## src/rtl/sdram_rd_port_arbiter.sv

```systemverilog
`default_nettype none
// ============================================================================
// Module      : sdram_rd_port_arbiter
// Description : Shares one SDRAM read port between two burst requesters.
//               r0 is the real-time VGA line refill (high priority) and r1 is
//               the background image resize engine. One burst runs at a time
//               with a single word outstanding. Returned words are routed to
//               the burst owner. A starvation counter guarantees r1 a grant
//               after STARVE_LIM consecutive r0 bursts. A per-word watchdog
//               aborts the burst if read data never returns.
// Ports       : clk, rst            - clock, asynchronous active-high reset
//               rN_req/addr/len     - burst request, start address, length
//               rN_gnt              - high for the whole burst owned by N
//               rN_data/valid       - returned word and its 1-cycle strobe
//               rN_done             - 1-cycle end-of-burst strobe
//               mem_rd_req/addr/ack - read command handshake to controller
//               mem_rd_data/valid   - read data from controller
//               busy                - a burst is in progress
//               timeout_err         - sticky read-data timeout flag
// Revision    : 1.0 - initial release
// ============================================================================
module sdram_rd_port_arbiter #(
    parameter int ADDR_W     = 23,
    parameter int DATA_W     = 8,
    parameter int LEN_W      = 10,
    parameter int STARVE_LIM = 4,
    parameter int TIMEOUT    = 255
) (
    input  logic              clk,
    input  logic              rst,
    input  logic              r0_req,
    input  logic [ADDR_W-1:0] r0_addr,
    input  logic [LEN_W-1:0]  r0_len,
    output logic              r0_gnt,
    output logic [DATA_W-1:0] r0_data,
    output logic              r0_valid,
    output logic              r0_done,
    input  logic              r1_req,
    input  logic [ADDR_W-1:0] r1_addr,
    input  logic [LEN_W-1:0]  r1_len,
    output logic              r1_gnt,
    output logic [DATA_W-1:0] r1_data,
    output logic              r1_valid,
    output logic              r1_done,
    output logic              mem_rd_req,
    output logic [ADDR_W-1:0] mem_rd_addr,
    input  logic              mem_rd_ack,
    input  logic [DATA_W-1:0] mem_rd_data,
    input  logic              mem_rd_valid,
    output logic              busy,
    output logic              timeout_err
);

    localparam logic [1:0] c_IDLE  = 2'd0;
    localparam logic [1:0] c_ISSUE = 2'd1;
    localparam logic [1:0] c_WAIT  = 2'd2;
    localparam logic [1:0] c_DONE  = 2'd3;

    localparam int c_SC_W  = (STARVE_LIM < 1) ? 1 : $clog2(STARVE_LIM + 1);
    // Timer only needs to reach TIMEOUT-1: the abort fires on that cycle.
    localparam int c_TMR_W = (TIMEOUT < 2) ? 1 : $clog2(TIMEOUT);

    localparam logic [c_SC_W-1:0]  c_SC_LIM   = c_SC_W'(STARVE_LIM);
    localparam logic [c_TMR_W-1:0] c_TMR_LAST = c_TMR_W'(TIMEOUT - 1);
    localparam logic [LEN_W-1:0]   c_LEN_ONE  = LEN_W'(1);

    logic [1:0]         r_state;
    logic               r_owner;      // 0 = r0, 1 = r1
    logic               r_hold;       // one-cycle command gap after a same-cycle ack+valid
    logic [ADDR_W-1:0]  r_cur_addr;
    logic [LEN_W-1:0]   r_remaining;
    logic [c_TMR_W-1:0] r_timer;
    logic [c_SC_W-1:0]  r_starve;
    logic [DATA_W-1:0]  r_data;
    logic               r_valid;
    logic               r_timeout_err;

    logic               w_grant_r1;
    logic [LEN_W-1:0]   w_req_len;
    logic [LEN_W-1:0]   w_first_len;
    logic               w_last_word;
    logic               w_take_word;

    // r1 wins when it is the only requester, or when r0 has used up its
    // allowance of consecutive bursts while r1 was waiting.
    assign w_grant_r1  = r1_req && (!r0_req || (r_starve == c_SC_LIM));
    assign w_req_len   = w_grant_r1 ? r1_len : r0_len;
    assign w_first_len = (w_req_len == '0) ? c_LEN_ONE : w_req_len;
    assign w_last_word = (r_remaining == c_LEN_ONE);

    // A word is taken either on a same-cycle ack+valid while issuing, or on
    // valid while waiting. Valid at any other time is stray and dropped.
    assign w_take_word = ((r_state == c_ISSUE) && !r_hold && mem_rd_ack && mem_rd_valid) ||
                         ((r_state == c_WAIT) && mem_rd_valid);

    always_ff @(posedge clk or posedge rst) begin
        if (rst) begin
            r_state       <= c_IDLE;
            r_owner       <= 1'b0;
            r_hold        <= 1'b0;
            r_cur_addr    <= '0;
            r_remaining   <= '0;
            r_timer       <= '0;
            r_starve      <= '0;
            r_data        <= '0;
            r_valid       <= 1'b0;
            r_timeout_err <= 1'b0;
        end else begin
            r_valid <= 1'b0;

            if (w_take_word) begin
                r_data      <= mem_rd_data;
                r_valid     <= 1'b1;
                r_cur_addr  <= r_cur_addr + 1'b1;
                r_remaining <= r_remaining - 1'b1;
            end

            case (r_state)
                c_IDLE: begin
                    if (!r1_req) begin
                        r_starve <= '0;
                    end
                    if (r0_req || r1_req) begin
                        r_owner     <= w_grant_r1;
                        r_cur_addr  <= w_grant_r1 ? r1_addr : r0_addr;
                        r_remaining <= w_first_len;
                        r_hold      <= 1'b0;
                        r_state     <= c_ISSUE;
                        if (w_grant_r1) begin
                            r_starve <= '0;
                        end else if (r1_req && (r_starve != c_SC_LIM)) begin
                            r_starve <= r_starve + 1'b1;
                        end
                    end
                end

                c_ISSUE: begin
                    if (r_hold) begin
                        r_hold <= 1'b0;
                    end else if (mem_rd_ack) begin
                        if (mem_rd_valid) begin
                            if (w_last_word) begin
                                r_state <= c_DONE;
                            end else begin
                                r_hold <= 1'b1;
                            end
                        end else begin
                            r_timer <= '0;
                            r_state <= c_WAIT;
                        end
                    end
                end

                c_WAIT: begin
                    if (mem_rd_valid) begin
                        r_state <= w_last_word ? c_DONE : c_ISSUE;
                    end else if (r_timer == c_TMR_LAST) begin
                        r_timeout_err <= 1'b1;
                        r_state       <= c_DONE;
                    end else begin
                        r_timer <= r_timer + 1'b1;
                    end
                end

                default: begin
                    r_state <= c_IDLE;
                end
            endcase
        end
    end

    assign busy        = (r_state != c_IDLE);
    assign r0_gnt      = busy && !r_owner;
    assign r1_gnt      = busy && r_owner;
    assign r0_valid    = r_valid && !r_owner;
    assign r1_valid    = r_valid && r_owner;
    assign r0_data     = r_owner ? '0 : r_data;
    assign r1_data     = r_owner ? r_data : '0;
    assign r0_done     = (r_state == c_DONE) && !r_owner;
    assign r1_done     = (r_state == c_DONE) && r_owner;
    assign mem_rd_req  = (r_state == c_ISSUE) && !r_hold;
    assign mem_rd_addr = r_cur_addr;
    assign timeout_err = r_timeout_err;

endmodule
`default_nettype wire
```

## config.mk

```make
export PLATFORM = sky130hd
export DESIGN_NAME = sdram_rd_port_arbiter
export DESIGN_NICKNAME = d
export VERILOG_FILES = /design/src/rtl/sdram_rd_port_arbiter.sv
export SDC_FILE = /design/constraint.sdc
export NUM_CORES = 1
export LEC_CHECK = 0
export BUFFER_PORTS_ARGS = -buffer_cell sky130_fd_sc_hd__buf_4
export CAP_MARGIN = 5
export CELL_PAD_IN_SITES_DETAIL_PLACEMENT = 1
export CELL_PAD_IN_SITES_GLOBAL_PLACEMENT = 2
export CORE_AREA = 2 2 136 111
export CTS_CLUSTER_DIAMETER = 150
export DETAILED_ROUTE_END_ITERATION = 7
export DIE_AREA = 0 0 138 113
export GPL_ROUTABILITY_DRIVEN = 0
export PLACE_DENSITY = 0.88
export SETUP_SLACK_MARGIN = 0.5
export SYNTH_ARGS = -nofsm -noshare
export SYNTH_HDL_FRONTEND = slang
export SYNTH_SLANG_ARGS = --single-unit
```

## constraint.sdc

```tcl
create_clock -name clk -period 1.8 [get_ports clk]
set_input_delay 0.09 -clock clk [delete_from_list [all_inputs] [get_ports clk]]
set_output_delay 0.09 -clock clk [all_outputs]
set_load 0.03 [all_outputs]
```

==> summary.txt <==
Routing
  • Total met2 wirelength after detailed routing: around 11 mm
  • Detailed Route WL: around 21 mm
  • Number of routed nets with antenna violations: 0
  • Number of remaining DRC errors: 0
  • Routed len/inst: 24.9 um
  • First drt pass iteration count: 5
  • Max layer used: met4
  • Routed via count: roughly 4700
  • Wire length the detailed router placed on met1: a little over 8 mm
  • Number of vias per cell after detailed routing: 5.66
  • DR WL met3: 997 um
  • Number of DRC markers in iteration 0: 250

STA
  • Unrepaired setup endpoints after global routing: yes
  • Max Freq: 542 MHz
  • Worst Skew: between 0.005 and 0.006 ns
  • Post-route worst setup slack: -0.0447 ns
  • Crit path time final: 1.84 ns
  • Transition time of the tightest slew-check pin: 0.849 ns
  • Final hold violation count: 0
  • Final setup violating endpoints: 4
  • Slew Viols, Final: 0
  • Slew Limit Headroom: 42.9%
  • Final Hold Slack: 0.0237 ns
  • Final total negative setup slack: -0.0591 ns
  • Ratio of final minimum period to clock period: 102%

Global route
  • Wire length of the first global-routing pass: between 20 and 30 mm
  • Global router's overall resource usage: 21.4%
  • Maximum number of pins on one net before global-route repair: 34
  • Vias in the first global route: just under 5000
  • Global route overflow: 0
  • Number of antenna violations at the first check in global routing: 0

Floorplan
  • Die Y-Extent: 113 um
  • Number of standard-cell rows in the floorplan: 39
  • Die extent in x: ~140 um
  • Ports: 128
  • Starting Density: between 20% and 30%
  • Die outline area: approximately 16000 um^2
  • Core area: approximately 14000 um^2

CTS
  • Clk root buf: sky130_fd_sc_hd__clkbuf_16
  • Number of clock sinks: 58
  • H-tree depth: 3
  • Clock latency on the worst-skew pair: around 0.34 ns
  • Clock transition at the registers of the reported paths: 0.06 ns
  • Clock tree from TritonCTS: yes
  • Max Root-Sink Buffers: 2
  • Number of clock buffers inserted by TritonCTS: 9

Synthesis
  • Number of library cell types mapped by synthesis: 52
  • Syn avg cell area: 9.12 um^2
  • Post-Synthesis Net Count: approximately 500
  • Cell area after synthesis: 3770 um^2
  • Seq/Total Area, Yosys: 38.4%
  • Post-synthesis share of cell area spent on xor and xnor gates: 2.55%
  • Post-synthesis mux area share: 4.04%
  • Main combinational cell family by area after synthesis: simple AND/OR/NAND/NOR gates
  • Dominant cells by area after synthesis: sky130_fd_sc_hd__dfrtp_1 (38%), sky130_fd_sc_hd__a211oi_1 (6.0%), sky130_fd_sc_hd__and3_1 (5.5%)
  • Dominant synthesized flop cell: sky130_fd_sc_hd__dfrtp_1
  • Area fraction in and, or, nand and nor cells after synthesis: 25.1%
  • Post-synth EDFFs: 0
  • Number of cells produced by synthesis: 414
  • Share of the synthesized area in compound gates (AO/OA/AOI/OAI): 22.5%
  • Top cell type by total area after synthesis: sky130_fd_sc_hd__dfrtp_1
  • Flop and latch count out of synthesis: 58
  • Fraction of synthesized cell area taken by the top area cell type: 38.4%
  • Count of yosys warnings during synthesis: 0
  • Share of flip-flops with an asynchronous set or reset after synthesis: 100%
  • Area share of fa/ha/maj cells after synthesis: under 10%

Power and ir drop
  • Power after layout: between 10 and 15 mW
  • Maximum resistive drop on vdd: 0.740 mV
  • Power density over the cells: 1600 nW/um^2
  • Leakage: 3.13 nW

Worst setup path
  • Crit path depth: 7
  • Largest delay contributor family on the critical path: compound AO/OA/AOI/OAI gates
  • Required arrival time at the worst endpoint: 2.00 ns
  • CP Cell Sequence: buf_6 -> nor2b_4 -> buf_6 -> buf_4 -> o2111ai_4 -> o31ai_1 -> a31oi_4
  • Sort of element at the end of the critical path: flip-flop
  • R2r worst-path depth: 7
  • Slowest stage cell, crit path: sky130_fd_sc_hd__o31ai_1
  • Worst setup path class: flip-flop to flip-flop
  • Type of element launching the critical path: flip-flop
  • Largest stage delay on the critical path: 0.44 ns
  • Worst path buffer plus inverter count: 3
  • Largest fanout of any net on the critical path: 8
  • Signal arrival time at the worst endpoint: 2.05 ns
  • CP dominant cell by count: sky130_fd_sc_hd__buf_6

Outcome
  • Violated checks: setup timing
  • Status: finished with violations

Min path
  • Hold Path Class: primary input to flip-flop
  • Instance count along the most critical hold path: 3

Finish
  • Net count reported at finish: 728
  • Proportion of layout cells with a drive suffix above 1: 63.9%
  • Filler Cell Count: about 1500
  • Diode insertion count for antenna repair: 0
  • Utilization of the core after routing: 51.8%
  • Layout Area Growth over Synthesis: 94.2%

Placed design
  • Buffers on Ports: 127
  • Detail Placement HPWL: 11.5 mm
  • Setup WS pre-CTS: -0.176 ns

Run
  • Number of max-capacitance violations reported: 0
## synth_stat cells, types with 2 or more instances
library cell,count
sky130_fd_sc_hd__dfrtp_1,58
sky130_fd_sc_hd__and3_1,33
sky130_fd_sc_hd__a211oi_1,30
sky130_fd_sc_hd__nand2_1,24
sky130_fd_sc_hd__a31oi_1,23
sky130_fd_sc_hd__clkbuf_1,17
sky130_fd_sc_hd__a21oi_1,16
sky130_fd_sc_hd__or4_1,16
sky130_fd_sc_hd__and2_1,13
sky130_fd_sc_hd__nand3_1,13
sky130_fd_sc_hd__o31ai_1,13
sky130_fd_sc_hd__inv_1,12
sky130_fd_sc_hd__mux2_2,10
sky130_fd_sc_hd__nor2_1,10
sky130_fd_sc_hd__nor2b_1,10
sky130_fd_sc_hd__o21ai_0,10
sky130_fd_sc_hd__or3_1,9
sky130_fd_sc_hd__ha_1,7
sky130_fd_sc_hd__nand4_1,7
sky130_fd_sc_hd__o211ai_1,7
sky130_fd_sc_hd__xnor2_1,6
sky130_fd_sc_hd__buf_2,5
sky130_fd_sc_hd__nor3_1,5
sky130_fd_sc_hd__xor2_1,5
sky130_fd_sc_hd__and4_1,4
sky130_fd_sc_hd__buf_1,4
sky130_fd_sc_hd__mux2i_1,4
sky130_fd_sc_hd__nand2b_1,4
sky130_fd_sc_hd__or2_2,4
sky130_fd_sc_hd__a2111oi_0,3
sky130_fd_sc_hd__buf_6,3
sky130_fd_sc_hd__nor3b_1,3
sky130_fd_sc_hd__a21boi_0,2
sky130_fd_sc_hd__a21o_1,2
sky130_fd_sc_hd__nor4_1,2
sky130_fd_sc_hd__o2111ai_1,2
sky130_fd_sc_hd__o21ai_1,2
sky130_fd_sc_hd__o311a_1,2
## layer usage
layer,GRT usage [%],up-vias
met4,7.41,0
met3,3.55,70
met2,37.5,198
met1,26.9,2387
li1,-,2041
met5,0,-
## registers in the layout, indices dropped and copies added, names as in the netlist
signal,flops
mem_rd_addr,23
r_data,8
r_hold,1
r_owner,1
r_remaining,10
r_starve,3
r_state,2
r_timer,8
r_valid,1
timeout_err,1
## repair_timing
| item | 4_1_cts | 5_1_grt |
|---|---|---|
| cloned | 2 | 5 |
| pin swaps | 31 | 47 |
| hold endpoints to repair | 33 | 0 |
| resized for setup | 66 | 164 |
| setup endpoints to repair | 81 | 81 |
| buffers inserted | 26 | 22 |
| hold buffers | 9 | 0 |
## layout by cell type, fill, tap and decap left out, types with 8 or more instances in the layout
cell type                         n
sky130_fd_sc_hd__dfrtp_2         14
sky130_fd_sc_hd__buf_12          11
sky130_fd_sc_hd__nand2_1         14
sky130_fd_sc_hd__mux2_4          10
sky130_fd_sc_hd__o31ai_1          9
sky130_fd_sc_hd__nand3_1          9
sky130_fd_sc_hd__dfrtp_1         43
sky130_fd_sc_hd__nand2_2          8
sky130_fd_sc_hd__or4_1           12
sky130_fd_sc_hd__dlygate4sd3_1    9
sky130_fd_sc_hd__a211oi_2        20
sky130_fd_sc_hd__clkbuf_16       11
sky130_fd_sc_hd__nor2b_4         10
sky130_fd_sc_hd__and3_1          27
sky130_fd_sc_hd__a21oi_1         12
sky130_fd_sc_hd__buf_6           52
sky130_fd_sc_hd__and2_4          10
sky130_fd_sc_hd__a31oi_1         20
sky130_fd_sc_hd__buf_4          166
## logic make-up (layout without fill, tap and decap cells)
| logic type | Yosys count | in the layout |
|---|---|---|
| buffers and inverters | 42 | 272 |
| xor gates and xnor gates | 11 | 11 |
| adders and majority gates | 7 | 7 |
| and+or+nand+nor | 161 | 161 |
| AOI/OAI and AO/OA | 121 | 123 |
| DFF | 58 | 58 |
| muxes | 14 | 14 |
## path summary, 6_finish.rpt
kind | slack (ns) | startpoint | endpoint
min in group asynchronous | 0.41 | rst | mem_rd_addr[7]$_DFF_PP0_
worst max-delay path | -0.04 | r_state[0]$_DFFE_PP0P_ | mem_rd_addr[18]$_DFF_PP0_
worst min register to register | 0.48 | timeout_err$_DFFE_PP0P_ | timeout_err$_DFFE_PP0P_
worst max register to register | -0.04 | r_state[0]$_DFFE_PP0P_ | mem_rd_addr[18]$_DFF_PP0_
worst min-delay path | 0.02 | r0_addr[0] | mem_rd_addr[0]$_DFF_PP0_
max in group asynchronous | 0.77 | rst | r_owner$_DFFE_PP0P_
## stage by stage
stage | cell area [um^2] | instances
detailed placement | 5430 | 750
CTS | 6390 | 803
finish | 7330 | 830
global route | 7330 | 830
floorplan | 3930 | 414
global placement | 5430 | 750
## power breakdown
group	switching [mW]	total [mW]	internal [mW]
Sequential	0.597	2.48	1.88
Clock	0.676	1.68	1.00
Combinational	4.07	7.59	3.52
Total	5.34	11.7	6.41
## worst reg2reg max path, cell delays in order (launching register included)
cell and delay, ns:
sky130_fd_sc_hd__dfrtp_1 0.39, sky130_fd_sc_hd__buf_6 0.16, sky130_fd_sc_hd__nor2b_4 0.13, sky130_fd_sc_hd__buf_6 0.15, sky130_fd_sc_hd__buf_4 0.13, sky130_fd_sc_hd__o2111ai_4 0.16, sky130_fd_sc_hd__o31ai_1 0.44, sky130_fd_sc_hd__a31oi_4 0.15
## final cells by class
class                   count  area (um^2)  area share, %
inverters                  12         58.8          0.802
clock inverters             3         15.0          0.205
clock buffers              13          260           3.55
flip-flops and latches     58         1470           20.1
repair buffers            244         2280           31.1
well taps                 184          230           3.14
multi-input cells         316         3020           41.2
Power figures use the tool's default switching activity.
